==> src/rtl/clocked_rr_arbiter_16.sv <==
// clocked_rr_arbiter_16: 16-way registered arbiter with hold timeout.
// Ports: clk, reset (async, active-high), req[15:0], release_i
//   (owner done, GRANT only), grant_valid, grant_idx[3:0],
//   grant_onehot[15:0], grant_expired (timeout pulse).
// Config: define RR_FAIRNESS_EN for rotating priority; otherwise
//   strict priority with D15 highest. MAX_HOLD legal 1..15.
// Note: the owner-done input is named release_i because "release"
//   is a reserved word in SystemVerilog.
module clocked_rr_arbiter_16 #(
  parameter int unsigned MAX_HOLD = 8
) (
  input  logic        clk,
  input  logic        reset,
  input  logic [15:0] req,
  input  logic        release_i,
  output logic        grant_valid,
  output logic [3:0]  grant_idx,
  output logic [15:0] grant_onehot,
  output logic        grant_expired
);

  typedef enum logic {IDLE, GRANT} state_t;

  localparam logic [3:0] HOLD_LAST = 4'(MAX_HOLD - 1);

  state_t      state_q, state_d;
  logic        valid_q, valid_d;
  logic [3:0]  idx_q, idx_d;
  logic [15:0] onehot_q, onehot_d;
  logic        exp_q, exp_d;
  logic [3:0]  hold_q, hold_d;
  logic [3:0]  ptr;

`ifdef RR_FAIRNESS_EN
  logic [3:0]  ptr_q, ptr_d;
  assign ptr = ptr_q;
`else
  assign ptr = 4'd15;
`endif

  // Downward search from ptr, wrapping 0 -> 15.
  logic       win_found;
  logic [3:0] win_idx;
  logic [3:0] cand;

  always_comb begin
    win_found = 1'b0;
    win_idx   = '0;
    cand      = '0;
    for (int k = 0; k < 16; k++) begin
      cand = ptr - 4'(k);
      if (!win_found && req[cand]) begin
        win_found = 1'b1;
        win_idx   = cand;
      end
    end
  end

  logic owner_req;
  logic timeout;
  logic grant_end;

  assign owner_req = req[idx_q];
  assign timeout   = (hold_q == HOLD_LAST);
  assign grant_end = release_i | ~owner_req | timeout;

  always_comb begin
    state_d  = state_q;
    valid_d  = valid_q;
    idx_d    = idx_q;
    onehot_d = onehot_q;
    exp_d    = 1'b0;
    hold_d   = hold_q;
`ifdef RR_FAIRNESS_EN
    ptr_d    = ptr_q;
`endif
    unique case (state_q)
      IDLE: begin
        valid_d  = 1'b0;
        idx_d    = '0;
        onehot_d = '0;
        if (win_found) begin
          state_d  = GRANT;
          valid_d  = 1'b1;
          idx_d    = win_idx;
          onehot_d = 16'd1 << win_idx;
          hold_d   = '0;
        end
      end
      GRANT: begin
        if (grant_end) begin
          state_d  = IDLE;
          valid_d  = 1'b0;
          idx_d    = '0;
          onehot_d = '0;
          // Pulse only for a pure timeout end.
          exp_d    = timeout & ~release_i & owner_req;
`ifdef RR_FAIRNESS_EN
          ptr_d    = idx_q - 4'd1;
`endif
        end else if (hold_q != 4'hF) begin
          hold_d = hold_q + 4'd1;
        end
      end
    endcase
  end

  always_ff @(posedge clk or posedge reset) begin
    if (reset) begin
      state_q  <= IDLE;
      valid_q  <= 1'b0;
      idx_q    <= '0;
      onehot_q <= '0;
      exp_q    <= 1'b0;
      hold_q   <= '0;
    end else begin
      state_q  <= state_d;
      valid_q  <= valid_d;
      idx_q    <= idx_d;
      onehot_q <= onehot_d;
      exp_q    <= exp_d;
      hold_q   <= hold_d;
    end
  end

`ifdef RR_FAIRNESS_EN
  always_ff @(posedge clk or posedge reset) begin
    if (reset) ptr_q <= 4'd15;
    else       ptr_q <= ptr_d;
  end
`endif

  assign grant_valid   = valid_q;
  assign grant_idx     = idx_q;
  assign grant_onehot  = onehot_q;
  assign grant_expired = exp_q;

endmodule
==> config.mk <==
export PLATFORM = sky130hd
export DESIGN_NAME = clocked_rr_arbiter_16
export DESIGN_NICKNAME = d
export VERILOG_FILES = /design/src/rtl/clocked_rr_arbiter_16.sv
export SDC_FILE = /design/constraint.sdc
export NUM_CORES = 1
export LEC_CHECK = 0
export CAP_MARGIN = 20
export CORE_MARGIN = 2
export CORE_UTILIZATION = 43
export DETAILED_ROUTE_END_ITERATION = 10
export GPL_ROUTABILITY_DRIVEN = 0
export PLACE_DENSITY = 0.75
export RECOVER_POWER = 100
export SLEW_MARGIN = 20
export SYNTH_ARGS = -nofsm -noshare
export SYNTH_HDL_FRONTEND = slang
export SYNTH_SLANG_ARGS = --single-unit
export TNS_END_PERCENT = 100
==> constraint.sdc <==
create_clock -name clk -period 1.8 [get_ports clk]
set_clock_uncertainty 0.15 [all_clocks]
set_input_delay 0.36 -clock clk [delete_from_list [all_inputs] [get_ports clk]]
set_output_delay 0.36 -clock clk [all_outputs]
set_load 0.1 [all_outputs]
Word-level counts from Yosys, hierarchy flattened
Index checks and enable logic that the tools add are counted.
- flip-flop bits (word level): 27
- latch bits: 0
- memory bits (writable): 0
- bits in read-only memories: 0
- bits of input ports: 19
- output and inout port bits: 22
- word-level logic and storage cells: 104
- memories kept: 0
- add/sub/neg operators: 1
- multipliers: 0
- div/mod/pow operators: 0
- magnitude comparators: 1
- equal/unequal tests: 6
- shifts and indexed selects: 1
- mux-type cells: 51
- bitwise logic cells: 7
- reduce and logical (&&, ||, !) cells: 31
- operators with widths (kind ; count):
    $mux W4 ; 21
    $mux W16 ; 2
    $pmux W16 S2 ; 1
    $mux W1 ; 22
    $pmux W4 S2 ; 2
    $shl A1 B4 Y16 const A ; 1
    $logic_and A1 B1 Y1 ; 15
    $logic_not A1 Y1 ; 15
    $lt A4 B5 Y1 const B ; 1
    $add A4 B1 Y4 const B ; 1
    $bmux W1 S4 ; 1
    $eq A4 B3 Y1 const B ; 1
    $ne A2 B1 Y1 const B ; 2
    $ne A2 B2 Y1 const B ; 2
    $ne A4 B4 Y1 const B ; 1
    $pmux W1 S2 ; 2
    $not A1 Y1 ; 3
    $reduce_and A3 Y1 ; 1
    $and A1 B1 Y1 ; 2
    $or A1 B1 Y1 ; 2

Depth between registers and ports, before layout
Gate-level depths: netlist of the first run.
- word-level depth: 49
- depth in mapped cells: 7
- mapped depth without buffers: 5

Least setup slack after synthesis of the first run
No wires, ideal clock.
- path type: register to register
- start point: register idx_q[0], in the netlist grant_idx[0]
- end point: register idx_q[1], in the netlist grant_idx[1]
- setup time: 122 ps
- arrival time: 2297 ps
- path slack: -769 ps
- cell stages (with the launch flop): 8
- buffers on the path: 2
- clock period less this slack: 2569 ps
- cell sequence: dfrtp_1 buf_4 mux2i_1 a221oi_1 a22o_2 o21a_2 buf_4 a22o_1
- longest elaborated chain between the ends: 6
- RTL lines (what ; line ; RTL):
    from (decl) ; 28 ; logic [3:0] idx_q, idx_d;
    from (signal assigned) ; 119 ; idx_q <= idx_d;
    $bmux W1 S4 ; 63 ; assign owner_req = req[idx_q];
    $mux W1 (not written as such) ; 63 ;
    $not A1 Y1 ; 65 ; assign grant_end = release_i | ~owner_req | timeout;
    $or A1 B1 Y1 (2 in series) ; 65 ;
    $ne A2 B1 Y1 (no line) ; - ;
Every way passes these cells. The select of a mux whose other input is x is not followed.
A chain may end at the register's enable or synchronous reset.

Worst setup path in the final report of the first run
- start point: register idx_q[0], in the netlist grant_idx[0]
- end point: register hold_q[3]
- longest elaborated chain between the ends: 7
- RTL lines (what ; line ; RTL):
    $bmux W1 S4 ; 63 ;
    $mux W1 (not written as such) ; 63 ;
    $not A1 Y1 ; 65 ;
    $or A1 B1 Y1 (2 in series) ; 65 ;
    $ne A2 B2 Y1 (no line) ; - ;
    $reduce_and A3 Y1 (no line) ; - ;
    to (signal assigned) ; 122 ; hold_q <= hold_d;
    to (decl) ; 31 ; logic [3:0] hold_q, hold_d;
Every way passes these cells. The select of a mux whose other input is x is not followed.

==> results of run 1 <==
==> logic make-up after synthesis <==
| kind of cell | share of synthesized area (%) |
|---|---|
| AO/OA/AOI/OAI | 24.07 |
| adder cells (fa/ha/maj) | 0.8297 |
| buffers and inverters | 5.477 |
| flip-flops | 44.81 |
| multiplexers | 6.639 |
| AND/OR/NAND/NOR | 18.17 |
==> synthesized netlist by cell type, drive strengths merged <==
| library cell | number |
|---|---|
| mux2i | 10 |
| o21a | 1 |
| and4b | 1 |
| a211o | 1 |
| a21oi | 6 |
| nor2 | 8 |
| a31o | 1 |
| a32o | 8 |
| o211ai | 3 |
| a22o | 4 |
| nor4 | 4 |
| or3b | 1 |
| ha | 1 |
| o31ai | 2 |
| nor2b | 2 |
| o2bb2ai | 9 |
| a21o | 2 |
| nand2 | 13 |
| nand2b | 3 |
| buf | 5 |
| o21ai | 1 |
| a31oi | 1 |
| nor3b | 2 |
| or2b | 1 |
| a22oi | 2 |
| nor4b | 1 |
| dfrtp | 27 |
| clkbuf | 1 |
| a221oi | 2 |
| nor3 | 2 |
| and2 | 2 |
| nand3b | 2 |
| nand4 | 1 |
| inv | 9 |
==> power by group <==
group | internal (W) | switching, W | total, W
registers | 0.000727 | 0.0000970 | 0.000824
clock network | 0.0000833 | 0.000170 | 0.000253
logic | 0.000734 | 0.00119 | 0.00193
==> cell usage in the layout (no fill, tap or decap), types with 2 or more instances in the layout <==
| cell | count |
|---|---|
| mux2i_1 | 6 |
| nand2_4 | 2 |
| clkdlybuf4s50_1 | 9 |
| o31ai_1 | 2 |
| nand2b_1 | 3 |
| dlymetal6s2s_1 | 4 |
| dfrtp_4 | 2 |
| buf_4 | 25 |
| mux2i_2 | 3 |
| a32o_1 | 8 |
| a22oi_1 | 2 |
| a221oi_2 | 2 |
| dfrtp_1 | 23 |
| buf_12 | 5 |
| dfrtp_2 | 2 |
| a22o_1 | 3 |
| buf_6 | 5 |
| nand2_1 | 11 |
| o2bb2ai_2 | 7 |
| buf_2 | 10 |
| nand3b_1 | 2 |
| nor4_4 | 2 |
| nor2_1 | 8 |
| nor2b_1 | 2 |
| inv_1 | 9 |
| o211ai_1 | 2 |
| clkbuf_4 | 11 |
| o2bb2ai_1 | 2 |
| a21oi_1 | 5 |
| dlygate4sd2_1 | 4 |
| nor3_2 | 2 |
| o21a_4 | 3 |
==> layer usage <==
metal  track usage [%]  up-vias  wire length [um]
met5                 0        -                 0
met4             10.05        0               129
met3             5.536       14               270
met2             40.69       67              2458
met1             28.85      737              1826
li1                  -      678                 -
==> worst max-delay path: cells and delay by family (launching register included) <==
kind,cells,cell delay [ns]
AND/OR/NAND/NOR,1,0.06
flip-flops,1,0.52
buffers and inverters,2,0.31
AO/OA/AOI/OAI,3,0.68
multiplexers,1,0.20
==> through the flow <==
stage | worst slack, ns | cells | total power, W | instance area [um^2] | TNS [ns]
after CTS | -0.1305 | 253 | 0.003026 | 2485 | -2.662
after global routing | -0.2465 | 258 | 0.003168 | 2351 | -5.473
after global placement | -0.4972 | 245 | 0.002545 | 2366 | -11.53
after floorplan | -0.2835 | 139 | 0.001970 | 1540 | -5.679
final | -0.1749 | 258 | 0.003003 | 2351 | -3.455
after detailed placement | -0.5514 | 245 | 0.002593 | 2366 | -13.00
==> state kept, by name (all words and copies together) (netlist names) <==
register,count
grant_valid,1
grant_expired,1
hold_q,4
state_q,1
grant_idx,4
grant_onehot,16
==> layout make-up <==
type	instances	area, um^2
clock buffer	3	22.52
fill	263	1012
tap	46	57.56
multi-input combinational	100	902.1
sequential	27	685.7
timing repair buffer	72	644.4
clock inverter	1	5.005
inverter	9	33.78
==> how the worst max path moves through the flow <==
stage	end	slack (ns)	startpoint	cells past startpoint
floorplan	grant_idx[1]	-0.28	grant_idx[0]	7
global placement	grant_onehot[4]	-0.50	req[12]	9
detailed placement	hold_q[0]	-0.55	req[12]	7
CTS	grant_idx[2]	-0.13	grant_idx[0]	6
global route	hold_q[0]	-0.25	grant_idx[0]	7
finish	hold_q[3]	-0.17	grant_idx[0]	7
==> timing repair <==
action | in CTS | in global routing
cloned | 1 | 2
pin swaps | 4 | 6
buffers inserted | 3 | 4
resized for setup | 18 | 18
endpoints found under the setup margin | 25 | 28
==> results by stage, run 1 <==
Clock tree:
- Clock tree synthesis inserted a total of 3 buffers.
- After clock tree synthesis, the flow added hold-fix buffers numbering 0.
- The clock-pin slew on the worst setup and hold paths is 0.14 ns.
- The CTS tree is built.
- CTS built an H-tree with a depth of 1.
- The clock latency reported for the late side of the worst-skew pair is 0.32 ns.
- CTS placed an instance of clkbuf_4 at the clock tree root.
- The maximum buffer depth of the clock tree is 2.
- The tree built by TritonCTS fans out to 27 sinks.

STA:
- The number of endpoints with negative hold slack in the final report is 0.
- The post-route fraction of the period consumed by the critical path is 109.7%.
- Based on the critical path, the design can be clocked at up to about 510 MHz.
- Subtracting the final worst setup slack from the clock period gives approximately 2 ns.
- On the final layout, the worst hold slack is between 0.3 and 0.4 ns.
- The count of endpoints failing setup in the final report is 27.
- Setup repair after global routing could not meet its margin everywhere.
- The max-slew violation count came to 0.
- The pin slew with the least headroom to its limit is 0.6535 ns.
- The tightest slew margin relative to the limit is between 50 and 60%.
- The minimum setup slack in the final design is -0.1749 ns.

Job:
- The count of maximum capacitance violations is 0.

Critical path:
- The signal on the critical path passes through buf_12 -> mux2i_2 -> a221oi_2 -> a22o_2 -> buf_6 -> a211o_1 -> nand2_1.
- The slack of the worst reg-to-reg path is -0.17 ns.
- The largest incremental delay on the critical path is 0.52 ns.
- The sort of element at the end of the critical path is a flip-flop.
- STA classifies the critical path startpoint as a flip-flop.
- The number of cells on the worst reg-to-reg path is 7.
- Along the worst path, the maximum fanout reaches 5.
- The critical path data required time is 1.92 ns.
- The startpoint identified for the worst register-to-register timing path is grant_idx[0].
- The critical path is of the flip-flop to flip-flop type.
- The standard cell with the maximum stage delay on the critical path is dfrtp_4.
- In this run the critical register-to-register path is captured at hold_q[3].
- The worst path arrival time is 2.10 ns.

Route:
- In the routed design, unresolved DRC markers number 0.
- The first routing iteration left 100 violations.
- The length of the first detailed-routing pass in iterations is 4.
- The total via count in the routed design is around 1500.
- The final antenna-violating net count is 0.
- Summed over all layers, the routed wires come to approximately 4700 um.
- Dividing the detail-routed wire length by the instance count gives approximately 18 um.
- The vias per cell is roughly 5.8.

Place:
- Port buffering added 40 buffers.
- Detailed placement finished with a half-perimeter wire length of around 3200 um.

Floorplanning:
- The row count is 21.
- The die covers ~4000 um^2.
- Pin placement for this block handled roughly 40 I/O pins.
- In this run the vertical extent of the chip is 63.22 um.
- For this configuration, the core starts out at a cell density of about 45%.
- After floorplanning, the core was sized to cover approximately 3400 um^2.
- The floorplan die width is roughly 63 um.

GRT:
- The via count of the first global-routing pass is about 1600.
- Summed over all layers, the global routing overflow is 0.
- The initial antenna violation count is 0.
- Global routing used 23.84% of the available tracks across all layers.
- The maximum number of pins on one net before global-route repair is 28.
- The first global-routing pass estimated 7631 um of wire.

Yosys:
- The sequential cell area fraction in the yosys report is 44.81%.
- Synthesis inferred 27 register bits.
- The number of nets handed over by synthesis was 159.
- Counting distinct cell types in the post-synthesis netlist gives 41.
- After synthesis, the largest area contributor takes up between 40% and 50% of total cell area.
- The count of mapped cells out of synthesis is 139.
- After synthesis the cells add up to approximately 1500 um^2.
- Dividing the synthesized area by the synthesized cell count gives 10.85 um^2.
- Sorting the synthesized cells by area gives the leading types as dfrtp_1, mux2i_1, a32o_1.
- The yosys synthesis warning count is 0.
- The cell type contributing the most total cell area after synthesis is dfrtp_1.

Worst hold path:
- The class of the tightest hold or removal check is flip-flop to flip-flop.
- The endpoint with the worst hold slack is grant_onehot[6].
- In this run the most critical hold path is launched from grant_onehot[6].
- The worst hold path stage count is 1.

Layout:
- The number of inserted diodes is 0.
- For this run, the post-layout net count is 233.
- The share of the core filled with cells is a little over two thirds.
- Of the cells placed in the final design, the portion with a size suffix greater than 1 is about 44%.
- The post-synthesis to final-layout area growth is 55.93%.

Pwr:
- In this run the static leakage power is around 1.1 nW.
- Across the VDD grid, the largest voltage drop is 0.5924 mV.
- The cell area power density is 1277 nW/um^2.

Run status:
- The checks that failed: setup timing.
- The flow ran to the end, but the final reports show violations.
No activity file was read; power rests on OpenSTA's default activity.
==> inputs of run 2 (changes only) <==
CELL_PAD_IN_SITES_DETAIL_PLACEMENT = 0   (was unset)
CELL_PAD_IN_SITES_GLOBAL_PLACEMENT = 2   (was unset)
CORE_UTILIZATION = 27   (was 43)
PLACE_DENSITY = unset   (was 0.75)
PLACE_DENSITY_LB_ADDON = 0.1   (was unset)
==> run 2 against run 1 <==
Against the previous run:
- the run still ends with setup timing left
- clock power grew 36%
- register-to-register slack improved by 0.03 ns
- non-clock buffer count is 2 lower
- first-iteration DRC count shrank 66%
- cell area shrank 2.2%
- die area is 55% higher
- final cell count rose by 8.5%
- flip-flop and latch count unchanged
- clock-buffer cell count up 1
- global-route usage decreased by 8.1 points
- critical path depth fell by 1
- combinational power is 7% lower
- critical path type unchanged
- critical endpoint is now grant_onehot[15]
- largest cell class unchanged
==> results by stage, run 2 (synthesized netlist as in run 1, its figures left out) <==
Run status:
- The flow ran to the end, but the final reports show violations.
- The final reports fail on setup timing.

Route:
- The vias per cell came to 4.918 (-15%).
- The total via count in the routed design is 1377 (-8.0%).
- The residual DRC count is 0 (unchanged).
- The total wire length after detailed routing is 4559 um (-2.7%).
- The routed length per placed instance is 16.28 um (-10%).
- The length of the first detailed-routing pass in iterations was 4 (unchanged).
- The violation count after the first detailed-route iteration came to 34 (-66%).
- The final antenna-violating net count is 0 (unchanged).

Pwr:
- The peak ir drop on the vdd network came to 0.7438 mV (+26%).
- The cell area power density was 1287 nW/um^2 (+0.76%).
- The leakage power of the design came to 1.047 nW (-4.6%).

STA:
- The tightest slew margin relative to the limit is 54.75% (-1.7 points).
- The minimum setup slack in the final design is -0.1470 ns (+0.02788 ns).
- The count of endpoints failing setup in the final report is 27 (unchanged).
- The max-slew violation count came to 0 (unchanged).
- The number of endpoints with negative hold slack in the final report is 0 (unchanged).
- The pin slew with the least headroom to its limit is 0.6787 ns (+0.02524 ns).
- Setup repair after global routing could not meet its margin everywhere.
- The final critical-path required period is 1.947 ns (-0.02788 ns).
- The maximum frequency from static timing analysis is 513.6 MHz (+1.4%).
- The post-route fraction of the period consumed by the critical path is 108.2% (-1.5 points).

GRT:
- The initial antenna violation count was 0 (unchanged).
- The leftover overflow at the end of global routing was 0 (unchanged).
- The via count of the first global-routing pass is 1509 (-6.8%).
- The maximum number of pins on one net before global-route repair came to 28 (unchanged).
- The combined global-route utilization of all metal layers came to 15.77% (-8.1 points).
- The global-route wire length before repair came to 7659 um (+0.37%).

Layout:
- In the layout the commonest cells are buf_4, dfrtp_1, clkbuf_2, nand2_1.
- The number of nets in the finished design came to 229 (-1.7%).
- The fraction of layout cells with a size suffix above 1 was 39.90% (-4.4 points).
- The final standard cell area without fillers was 2300 um^2 (-2.2%).
- The library cell used most frequently in the layout, excluding fill and tap cells, is buf_4.
- The flip-flop count of the largest register, all copies and words added is 16 (unchanged).
- The number of inserted diodes was 0 (unchanged).
- The post-synthesis to final-layout area growth is 52.53%.

Clock tree:
- The CTS buffer count came to 3 (unchanged).
- The total clock sinks is 27 (unchanged).
- The maximum buffer depth of the clock tree came to 2 (unchanged).
- The clock-pin slew on the worst setup and hold paths is 0.09 ns (-0.05 ns).
- The H-tree depth is 1 (unchanged).
- The number of hold-repair buffers added at the cts stage was 0 (unchanged).
- The clock latency reported for the late side of the worst-skew pair is 0.27 ns (-0.05 ns).
- The CTS tree is built.
- CTS placed an instance of clkbuf_8 at the clock tree root.

Floorplanning:
- The number of ports placed on the die boundary is 41 (unchanged).
- The die span in y came to 78.73 um (+25%).
- The initial core utilization is 27.72% (-17 points).
- The placeable core region is 5439 um^2 (+62%).
- The floorplan die width is 78.73 um (+25%).
- The row count is 27 (+29%).
- The floorplan die area is 6198 um^2 (+55%).

Critical path:
- The worst reg2reg path depth came to 6 (-1).
- The largest fanout of any net on the critical path came to 11 (+6).
- STA classifies the critical path startpoint as a flip-flop.
- For this design, the slowest cell found on the critical path is dfrtp_4.
- The slack of the worst reg-to-reg path came to -0.15 ns (+0.03 ns).
- The critical path data required time is 1.86 ns (-0.06 ns).
- In this run the critical register-to-register path is captured at grant_onehot[15].
- The largest incremental delay on the critical path was 0.54 ns (+0.02 ns).
- The worst setup path category is flip-flop to flip-flop.
- The critical path goes through buf_6 -> mux2i_4 -> a221oi_2 -> a22o_2 -> o21a_4 -> a32o_1.
- The launch point of the worst reg-to-reg path is grant_idx[0].
- The worst setup path is captured at a flip-flop.
- The worst path arrival time came to 2.00 ns (-0.10 ns).

Worst hold path:
- The start point of the worst min-delay path is grant_onehot[3].
- The class of the tightest hold or removal check is flip-flop to flip-flop.
- The path with the worst hold slack has its endpoint at grant_onehot[3].
- The worst hold path stage count came to 1 (unchanged).

Place:
- The placed wire-length estimate after detailed placement was 3232 um (+2.2%).
- The worst slack at placement is -0.5991 ns (-0.04765 ns).
- The placement-stage cell area is 2406 um^2 (+1.7%).
- The count of buffers from port buffering is 40 (unchanged).

Job:
- The count of maximum capacitance violations is 0 (unchanged).
==> run 2: how the worst max path moves through the flow <==
stage	cells past startpoint	startpoint	endpoint	slack, ns
after floorplan	7	grant_idx[0]	grant_idx[1]	-0.28
after global placement	7	req[12]	grant_onehot[0]	-0.55
after detailed placement	7	req[12]	grant_onehot[0]	-0.60
after CTS	6	grant_idx[0]	grant_idx[1]	-0.15
after global routing	6	grant_idx[0]	grant_onehot[0]	-0.21
final	6	grant_idx[0]	grant_onehot[15]	-0.15
==> run 2: critical path: cells and delay by family, from the launching register on <==
kind	cells	cell delay [ns]
mux	1	0.18
buf+inv	1	0.15
flops	1	0.54
compound gates	4	0.86
==> run 2: power breakdown <==
part / total [W] / switching, W / leakage [nW] / internal (W)
clock: 0.000344 / 0.000186 / 0.0228 / 0.000159
combinational: 0.00179 / 0.00114 / 0.667 / 0.000648
sequential: 0.000828 / 0.000100 / 0.357 / 0.000728
total: 0.00296 / 0.00143 / 1.05 / 0.00153
==> run 2: layout make-up <==
cell class / instances / area [um^2]
Clock buffer: 4 / 45.04
Fill cell: 552 / 3139
Inverter: 9 / 33.78
Multi-Input combinational cell: 98 / 869.6
Sequential cell: 27 / 685.7
Tap cell: 72 / 90.09
Timing Repair Buffer: 70 / 575.6
==> run 2: repair_timing <==
action	4_1_cts	5_1_grt
pin swaps	7	2
gates resized for setup	25	8
hold endpoints to repair	0	0
gates cloned	1	0
buffers inserted	3	0
endpoints found under the setup margin	27	27
==> run 2: metrics by stage <==
step,setup TNS [ns],std cells,util [%],power (W),hold WS (ns)
after global routing,-4.817,280,42.28,0.003105,0.3663
after floorplan,-5.679,139,-,0.001970,0.2626
after global placement,-12.68,272,44.24,0.002602,0.3415
after detailed placement,-13.53,272,44.24,0.002636,0.3574
after CTS,-3.615,280,46.97,0.003168,0.2973
final,-3.337,280,42.28,0.002960,0.3475
==> run 2: per-layer routing <==
layer	routed length, um	vias to the layer above	part of all wire, %	GRT usage [%]
met5	0	-	0	0
met4	25	0	0.55	4.211
met3	156	2	3.4	2.159
met2	2250	27	49	27.18
met1	2127	685	47	20.76
li1	-	663	-	-
==> variant 1, RTL diff (settings of run 2) <==
`hold_q` no longer has a reset.
--- a/src/rtl/clocked_rr_arbiter_16.sv
+++ b/src/rtl/clocked_rr_arbiter_16.sv
@@ -112,15 +112,17 @@
       idx_q    <= '0;
       onehot_q <= '0;
       exp_q    <= 1'b0;
-      hold_q   <= '0;
     end else begin
       state_q  <= state_d;
       valid_q  <= valid_d;
       idx_q    <= idx_d;
       onehot_q <= onehot_d;
       exp_q    <= exp_d;
-      hold_q   <= hold_d;
     end
+  end
+
+  always_ff @(posedge clk) begin
+    hold_q <= hold_d;
   end
 
 `ifdef RR_FAIRNESS_EN
Check against the original RTL: same outputs for any inputs over 10 cycles, from zero or initial values and one cycle with reset high; that may be too few to reach the edited logic, so the function may still have changed.
==> variant 1 against run 2 <==
The run still ends with negative setup slack left. Wire length decreased by 0.35%. Sequential cell count stayed put. Synthesized cell count did not move. Final area up 1.6%. Die area grew 0.71%. Power rose by 8.8%. Sequential share of layout area grew 0.22 points. Final cell count up 4.6%. Worst setup slack improved by 17 ps. Synthesized area grew 0.75%. Critical path type unchanged. Largest power group unchanged. Highest routed layer unchanged.
==> variant 1: results (changes against run 2) <==
Status
  • Status: finished, violations left
  • Failing checks: negative setup slack

Global route
  • Met1 Track Usage GR: 19.2% (-1.6 points)
  • First-pass GRT wire length: 7460 um (-2.6%)
  • Gr usage total: 15.2% (-0.60 points)
  • Largest net degree at the start of global routing: 22 (-21%)
  • Met2 Usage GRT: 27.5% (+0.28 points)
  • Number of global-route vias before repair: 1517 (+0.53%)
  • GR Layer Usage met3: 2.95% (+0.80 points)

Route
  • Met1 WL: 2010 um (-5.6%)
  • Met2 routed WL: 2370 um (+5.2%)
  • Vias per cell: 4.81 (-2.3%)
  • Vias: 1408 (+2.3%)
  • Routed WL: 4540 um (-0.35%)
  • DRC marker count from the first detailed-route iteration: 57 (+68%)
  • WL met3: 156 um (unchanged)

Cells and area
  • Share of cells above drive strength 1: 47.1% (+7.2 points)
  • Layout fillers: 576 (+4.3%)
  • ANT cells: 0 (unchanged)
  • Final #Nets: 242 (+5.7%)

Worst setup path
  • Max FO, Critical Path: 21 (+10)
  • CP arrival: 1940 ps (-60 ps)
  • Slowest CP cell: dfrtp_4
  • Cells on worst reg2reg path: 7 (+1)

Yosys
  • Synth cell types: 42 (+2.4%)
  • Post-Syn Nets: 159 (unchanged)
  • Synth cell count leaders: 23 x dfrtp_1, 16 x nor2_1, 10 x nand2_1
  • FFs w/ async S/R, synth: 85.2% (-15 points)
  • Top post-synthesis cells by area: dfrtp_1 38%, edfxtp_1 7.9%, mux2i_1 5.9%
  • Post-synth EDFFs: 4 (+4)
  • Mapped Cells: 139 (unchanged)
  • Post-synthesis sequential area ratio: 45.8% (+0.99 points)
  • Yosys warns: 0 (unchanged)

CTS
  • Clock transition at path regs: 80 ps
  • Post-CTS Setup Bufs: 2 (-1)
  • Post-CTS sizing: 24 (-4.0%)
  • Total CTS buffers: 3 (unchanged)

Placed design
  • Placement Setup Slack: -583 ps (+16.3 ps)
  • Placed cell count: 284 (+4.4%)
  • DP HPWL: 3580 um (+11%)

STA
  • Worst slew margin: 41.2% (-14 points)
  • Setup Total Neg Slack: -2120 ps (+1220 ps)
  • Hold violation count in the final report: 0 (unchanged)
  • Final setup margin: -130 ps (+17.1 ps)
  • Setup violators final: 25 (-7.4%)

Min path
  • Hold crit path type: in2reg
  • Worst hold stages: 2 (+1)

Power and ir drop
  • Peak supply drop: 674 uV (-9.4%)
  • Static Leak: 1.07 nW (+2.0%)
variant 1: logic make-up (layout without fill, tap and decap cells):
| logic type | count (synthesis) | count (layout) | share of synthesized area, % |
|---|---|---|---|
| xor gates and xnor gates | 2 | 2 | 1.15 |
| buffers and inverters | 10 | 92 | 4.04 |
| muxes | 9 | 9 | 5.93 |
| DFF | 27 | 27 | 45.8 |
| AOI/OAI and AO/OA | 36 | 36 | 20.5 |
| adders and majority gates | 1 | 1 | 0.824 |
| and+or+nand+nor | 54 | 54 | 21.7 |
variant 1: critical path, delay by kind of cell (launching register included):
| family | cells | cell delay [ps] |
|---|---|---|
| AO/OA/AOI/OAI | 2 | 360 |
| flip-flops | 1 | 540 |
| buffers and inverters | 2 | 330 |
| multiplexers | 1 | 200 |
| AND/OR/NAND/NOR | 2 | 230 |
variant 1: final timing paths:
kind,from,end,slack [ps]
worst min-delay path,req[13],grant_onehot[13],310
min in group asynchronous,reset,grant_valid,450
worst max-delay path,grant_idx[2],grant_onehot[8],-130
worst min register to register,grant_valid,grant_valid,340
max in group asynchronous,reset,grant_idx[2],210
worst max register to register,grant_idx[2],grant_onehot[8],-130
variant 1: where the power goes:
part	internal [mW]	switching, mW	leakage (nW)
Clock	0.158	0.168	0.0228
Combinational	0.737	1.21	0.701
Sequential	0.804	0.148	0.344
variant 1: final cells by class:
cell class	instances	area (um2)	area share (%)
clock buffers	4	45.0	1.93
inverters	5	18.8	0.803
repair buffers	83	634	27.1
flip-flops and latches	27	702	30.0
multi-input cells	102	847	36.2
well taps	72	90.1	3.85
variant 1: per-stage QoR:
step                power, mW  instance area [um2]
global placement         2.93                 2520
finish                   3.22                 2340
floorplan                2.19                 1560
CTS                      3.36                 2600
global route             3.40                 2340
detailed placement       2.96                 2520
==> variant 2, RTL diff (flow settings as in run 2) <==
Made on the original files. Add a define of `RR_FAIRNESS_EN`.
--- a/src/rtl/clocked_rr_arbiter_16.sv
+++ b/src/rtl/clocked_rr_arbiter_16.sv
@@ -6,6 +6,8 @@
 //   strict priority with D15 highest. MAX_HOLD legal 1..15.
 // Note: the owner-done input is named release_i because "release"
 //   is a reserved word in SystemVerilog.
+`define RR_FAIRNESS_EN
+
 module clocked_rr_arbiter_16 #(
   parameter int unsigned MAX_HOLD = 8
 ) (
Formal check against the unedited RTL: not equivalent (a bounded check fails within 4 cycles, from zero or initial values and one cycle with reset high).
==> variant 2 against run 2 <==
Via count grew to 3.2 times the old value. Synthesized cell count grew to 3.1 times the old value. Wire length grew to 3.5 times the old value. Final area grew to 2.9 times the old value. Final cell count grew to 3.0 times the old value. Critical path type unchanged. Synthesized area grew to 2.5 times the old value. Worst hold slack lost 20 ps. Sequential cell count grew 4. The flow still finishes with violations (negative setup slack). Worst setup slack lost 2300 ps.
Power is left out: the tool's default activity adds up to more than one toggle a clock period on the data nets, which glitch-free logic cannot reach.
==> variant 2: results (changes against run 2) <==
Status
  • Status: finished, violations left
  • Failing checks: negative setup slack

Global route
  • Gr usage total: 21.7% (+5.9 points)
  • GR Layer Usage met3: 2.63% (+0.47 points)
  • Met2 Usage GRT: 36.8% (+9.6 points)
  • First-pass GRT wire length: 25100 um (+230%)

STA
  • Setup violators final: 31 (+15%)
  • Setup Total Neg Slack: -64370 ps (-61030 ps)
  • Final hold slack: 327 ps (-20.1 ps)
  • Final setup margin: -2460 ps (-2310 ps)

Worst setup path
  • Cells on worst reg2reg path: 16 (+10)
  • Slowest CP cell: dfstp_2
  • Max FO, Critical Path: 7 (-4)
  • R2r startpoint: ptr[1]
  • Worst r2r dst: grant_onehot[8]
  • CP delay by family, top: simple AND/OR/NAND/NOR gates
  • Max incr delay on CP: 620 ps (+80 ps)
  • CP arrival: 4250 ps (+2250 ps)

Yosys
  • Count leader, synth: nand2_1
  • Post-Syn Nets: 453 (+180%)
  • Top post-synthesis cells by area: dfrtp_1 18%, mux4_2 16%, mux2i_1 7.6%
  • Synth cell count leaders: 47 x nand2_1, 40 x nor2_1, 29 x mux2i_1
  • Mapped Cells: 425 (+210%)

CTS
  • Clock transition at path regs: 50 ps (-40 ps)
  • Total CTS buffers: 5 (+2)

Route
  • Routed WL: 16100 um (+250%)
  • Vias per cell: 5.30 (+7.8%)

Placed design
  • Placed cell count: 802 (+190%)
  • DP HPWL: 12700 um (+290%)

Cells and area
  • Layout fillers: 1369 (+150%)
  • Fin cells: 836 (+200%)

Min path
  • Hold Startpoint: grant_onehot[14]
  • Worst hold stages: 2 (+1)
==> variant 2: cell types whose count changed after synthesis, moves of 12 or more <==
cell             run 2  this run
mux2_2               0        12
nor2_1               8        40
nand2_1             12        47
clkbuf_1             1        14
a21oi_1              6        23
mux4_2               0        28
mux2i_1             10        29
inv_1                9        23
o21ai_0              1        23
==> variant 2: worst max path at each step <==
stage                            end  cells after the start
floorplan           grant_onehot[11]                     13
global placement     grant_onehot[4]                     12
detailed placement   grant_onehot[9]                     11
CTS                  grant_onehot[8]                     11
global route         grant_onehot[8]                     16
finish               grant_onehot[8]                     16
==> variant 2: cells by family (layout without fill, tap and decap cells) <==
kind of cell	count (synthesis)	after routing	share of synthesized area [%]
AO/OA/AOI/OAI	121	122	22.7
XOR/XNOR	13	13	2.97
adder cells (fa/ha/maj)	9	9	2.93
buffers and inverters	42	272	4.66
flip-flops	31	31	20.3
multiplexers	75	75	29.7
AND/OR/NAND/NOR	134	134	16.7
==> variant 2: what timing repair did <==
action                                 in CTS  in global routing
setup buffers                              15                  9
hold buffers                                0                  0
endpoints found under the hold margin       0                  0
setup endpoints to repair                  31                 31
resized for setup                          38                 51
cloned                                      1                  1
pin swaps                                  12                 18
==> variant 2: final cells by class <==
type	count	area share, %
Timing Repair Buffer	241	29.6
Sequential cell	31	11.9
Inverter	23	1.43
Multi-Input combinational cell	353	51.0
Clock buffer	6	2.12
Clock inverter	2	0.534
Tap cell	180	3.43
==> variant 2: per-stage QoR <==
step,util [%],area (um2)
after detailed placement,44.1,6120
after global placement,44.1,6120
after global routing,47.3,6560
after floorplan,-,4030
final,47.3,6560
after CTS,47.1,6530
==> variant 2: per-layer routing <==
layer,share of wire (%),vias up
met5,0,-
met4,1.0,0
met3,2.7,12
met2,50,62
met1,46,2245
li1,-,2112
